[src/rtl/grid_scan_driver.sv]
// Row-scanned 8x8 LED matrix driver with frame-synchronous double buffering of the life grid.
// Optional population counter enabled by defining GRID_SCAN_POP_EN.
module grid_scan_driver #(
    parameter int CLK_DIV      = 1000,
    parameter int BLANK_CYCLES = 8
) (
    input  logic        clk,
    input  logic        reset,
    input  logic [63:0] grid,
    input  logic        grid_valid,
    output logic [7:0]  row,
    output logic [7:0]  col,
    output logic        frame_done,
    output logic [6:0]  alive_count
);

    localparam int PW = $clog2(CLK_DIV);
    localparam logic [PW-1:0] TICK_AT = PW'(CLK_DIV - 1);
    localparam logic [PW-1:0] BLANK_P = PW'(BLANK_CYCLES);

    logic [PW-1:0] prescaler;
    logic [2:0]    row_idx;
    logic [63:0]   shadow;
    logic [63:0]   disp;
    logic          pending;
    logic          tick;
    logic          boundary;
    logic [7:0]    disp_row;

    assign tick     = (prescaler == TICK_AT);
    assign boundary = tick && (row_idx == 3'd7);
    assign disp_row = disp[{row_idx, 3'b000} +: 8];

    // NOTE: all state below is updated with <= so every register sees the pre-edge values of the others.
    always_ff @(posedge clk) begin
        if (reset) begin
            prescaler  <= '0;
            row_idx    <= '0;
            shadow     <= '0;
            disp       <= '0;
            pending    <= 1'b0;
            frame_done <= 1'b0;
        end else begin
            frame_done <= boundary;
            if (tick) begin
                prescaler <= '0;
                row_idx   <= row_idx + 3'd1;
            end else begin
                prescaler <= prescaler + 1'b1;
            end

            if (grid_valid)
                shadow <= grid;

            // A strobe on the boundary cycle bypasses the shadow so it is shown in the very next frame.
            if (boundary) begin
                if (grid_valid)
                    disp <= grid;
                else if (pending)
                    disp <= shadow;
                pending <= 1'b0;
            end else if (grid_valid) begin
                pending <= 1'b1;
            end
        end
    end

    // NOTE: defaults first so no path through this block leaves row/col unassigned (no latch).
    always_comb begin
        row = '0;
        col = '0;
        if (prescaler >= BLANK_P) begin
            row = 8'b1 << row_idx;
            col = disp_row;
        end
    end

`ifdef GRID_SCAN_POP_EN
    function automatic logic [3:0] popcount8(input logic [7:0] v);
        logic [3:0] n;
        n = '0;
        for (int i = 0; i < 8; i++)
            n = n + {3'b000, v[i]};
        return n;
    endfunction

    logic [6:0] acc;
    logic [6:0] row_pop;

    assign row_pop = {3'b000, popcount8(disp_row)};

    // Row 7 is folded in at the boundary, before the swap, so the count matches what was displayed.
    always_ff @(posedge clk) begin
        if (reset) begin
            acc         <= '0;
            alive_count <= '0;
        end else if (boundary) begin
            alive_count <= acc + row_pop;
            acc         <= '0;
        end else if (tick) begin
            acc <= acc + row_pop;
        end
    end
`else
    assign alive_count = '0;
`endif

endmodule

[config.mk]
export PLATFORM = sky130hd
export DESIGN_NAME = grid_scan_driver
export DESIGN_NICKNAME = d
export VERILOG_FILES = /design/src/rtl/grid_scan_driver.sv
export SDC_FILE = /design/constraint.sdc
export NUM_CORES = 1
export LEC_CHECK = 0
export ABC_CLOCK_PERIOD_IN_PS = 4100
export CAP_MARGIN = 20
export CORE_ASPECT_RATIO = 0.5
export CORE_MARGIN = 4
export CORE_UTILIZATION = 30
export CTS_CLUSTER_DIAMETER = 30
export CTS_CLUSTER_SIZE = 8
export DETAILED_ROUTE_END_ITERATION = 6
export PLACE_DENSITY_LB_ADDON = 0.3
export REMOVE_ABC_BUFFERS = 1
export SYNTH_ARGS = -nofsm -noshare
export SYNTH_HDL_FRONTEND = slang
export SYNTH_SLANG_ARGS = --single-unit
[constraint.sdc]
create_clock -name clk -period 4.1 [get_ports clk]
set_input_delay 0.82 -clock clk [delete_from_list [all_inputs] [get_ports clk]]
set_output_delay 0.82 -clock clk [all_outputs]
set_load 0.03 [all_outputs]
==> metrics <==
# IOs=91; WS Path Type=reg2out; gr usage total=11.7%; Die Ht=109 um; number of max-slew violations in the final report=0; routed len/inst=between 10 and 15 um; core area=slightly below 0.02 mm^2; Final Hold Viols=0; Clock Sinks=between 100 and 150; number of DRC markers in iteration 0=162; Peak Freq=312 MHz; worst vdd ir=276 uV; worst hold path depth=2; CP max FO=11; NetSw=0.702 mW; antenna viol nets, final=0; combinational power share=6.8%; Data arrival, critical path=2.39 ns; Vias=between 3000 and 4000; Synth async-reset ratio=0%; Hold EP=pending$_SDFFE_PP0P_; crit end category=output pin; Net count, final=699; CTS Buffer Depth=2; Clk network pwr share=between 40% and 50%; initial antenna violation count=0; starting density of the core=30.9%; CTS resizes=0; share of cells above drive strength 1=between 10% and 20%; outcome=finished clean; Slew @ Worst Pin=0.771 ns; setup_tns=0 ns; total CTS buffers=17; fin crit share=about four fifths; Worst slew margin=between 40% and 50%; cts hold-fix bufs=0; postcts setup bufs=0; Pwr Density=414 mW/mm^2; Seq/Total Area, Yosys=between 40% and 50%; Setup WS post-layout=between 0.8 and 0.9 ns; clock slew at reported path FFs=0.06 ns; Reg2Reg Setup Slack=approximately 1.6 ns; die width=210 um; flop and latch count out of synthesis=143; first-pass GRT wire length=21.3 mm; Cells after Synth=546; largest net degree at the start of global routing=64; RSZ-0062 raised after global routing=false; total chip power=~3.2 mW; CTS tree=built; Cell Count Post-Placement=871; DR pass1 iterations=4; Clock Latency Late Sink=slightly above 0.4 ns; n_diodes=0; Seq pwr share=around 45%; FILL cells=1902; area of the multi-input gates=0.00300 mm^2; dpl hpwl=8.73 mm; RR Startpoint=row_idx[0]$_SDFFE_PP0P_; worst r2r dst=disp[33]$_SDFFE_PP0P_; final setup skew=roughly 0.0084 ns; Final min period=3.21 ns; level count of the clock H-tree=4; switch share=21.9%; CTS root buffer=clkbuf_16; Data required, critical path=3.28 ns; max cap viols=0; Final Non-Filler Cells=901; port buffer count=83; drt drc=0; number of flops mapped to enable cells by yosys=0; row count=36; area grow syn2layout=26.7%; post-place setup slack=1.30 ns; Detailed Route WL=between 10 and 15 mm; worst hold slack=0.485 ns; Synth Cell Area=0.00610 mm^2; ys flop type=dfxtp_1; Die Area=0.0228 mm^2; gr ovfl total=0; P_int=2.50 mW; Netlist cell types=40; vias in the first global route=4146; storage element area=0.00286 mm^2; drt via density=4.41; routability cong.=just under 0.8; syn_area_per_cell=about 11 um^2; synth warn=0; reg2reg path depth=7; startpoint types=flop; Hold Crit Class=reg2reg; Worst Min Path Start=pending$_SDFFE_PP0P_; Pleak=3.14 nW; final setup fails=0
placed cells by master, fill, tap and decap left out, drive strengths merged, types with 4 or more instances in the layout:
cell,instances
nor2b,64
ha,8
clkbuf,19
and2,9
nor3,5
mux2,66
clkdlybuf4s50,81
mux4,16
nand2,4
buf,14
inv,8
conb,7
dfxtp,143
nor2,72
a22o,8
clkinv,6
mux2i,65
logic make-up after synthesis:
| logic type | Yosys count | share of synthesized area, % |
|---|---|---|
| AND/OR/NAND/NOR | 172 | 15.2 |
| AO/OA/AOI/OAI | 22 | 2.66 |
| adder cells (fa/ha/maj) | 8 | 1.64 |
| flip-flops | 143 | 46.9 |
| XOR/XNOR | 3 | 0.430 |
| multiplexers | 147 | 28.7 |
| buffers and inverters | 50 | 4.39 |
| other | 1 | 0.0614 |
critical path, stage by stage, from the launching register on:
cell and delay, ns:
dfxtp_1 0.36, nor4_1 0.44, a21oi_1 0.14, buf_4 0.21
a22o_1 0.23, clkdlybuf4s50_1 0.59
worst max path at each step:
stage / from / to / slack [ns] / cells past startpoint
floorplan: row_idx[0]$_SDFFE_PP0P_ / disp[0]$_SDFFE_PP0P_ / -0.15 / 5
global placement: prescaler[6]$_SDFF_PP0_ / col[6] / 1.30 / 5
detailed placement: row_idx[0]$_SDFFE_PP0P_ / col[6] / 1.30 / 4
CTS: row_idx[0]$_SDFFE_PP0P_ / col[6] / 0.87 / 4
global route: prescaler[6]$_SDFF_PP0_ / col[6] / 0.78 / 5
finish: prescaler[6]$_SDFF_PP0_ / col[6] / 0.89 / 5
flip-flops by register name, indices dropped and copies added (netlist names):
signal and count:
disp 64, frame_done 1, pending 1, prescaler 10, row_idx 3, shadow 64
per-stage QoR:
step                      area, um^2  util [%]
after floorplan                 5890         -
after global placement          7150      36.2
after detailed placement        7150      36.2
after CTS                       7740      39.2
after global routing            7740      39.2
final                           7740      39.2
power groups by stage:
stage	Sequential, mW	Clock (mW)	Combinational, mW
floorplan	1.47	0	0.0886
global placement	1.48	0	0.220
detailed placement	1.48	0	0.222
CTS	1.45	1.58	0.223
global route	1.45	1.63	0.243
finish	1.45	1.54	0.218
routing by layer:
layer	share of wire (%)	wire, um	vias to the layer above	global-route usage (%)
met1	50	6390	1897	15.4
met4	0.88	113	0	3.16
met3	2.8	365	9	2.73
met2	47	6010	47	19.4
met5	0	0	-	0
li1	-	-	2017	-
cell type report:
cell class	instances	share of cell area (%)
Timing Repair Buffer	95	12.0
Clock inverter	11	1.84
Multi-Input combinational cell	359	38.7
Tap cell	266	4.30
Clock buffer	19	5.73
Sequential cell	143	37.0
Inverter	8	0.388
synthesized netlist by cell type (3+ instances only):
library cell / number / area [um^2]
a22o_1: 8 / 70.1
inv_1: 8 / 30.0
and2_1: 9 / 56.3
nor3_1: 4 / 20.0
buf_1: 3 / 11.3
nor2_1: 72 / 270
dfxtp_1: 143 / 2860
nand3_1: 3 / 15.0
a211oi_1: 3 / 22.5
clkbuf_1: 19 / 71.3
ha_1: 8 / 100
o21ai_0: 3 / 15.0
buf_4: 7 / 52.6
nor2b_1: 64 / 400
nand2b_1: 3 / 18.8
mux2_1: 5 / 56.3
buf_6: 6 / 67.6
mux2i_1: 65 / 651
mux4_2: 16 / 360
buf_2: 7 / 35.0
mux2_2: 61 / 687
nand2_1: 4 / 15.0
or3_1: 3 / 18.8
(Power assumes the default switching activity.)
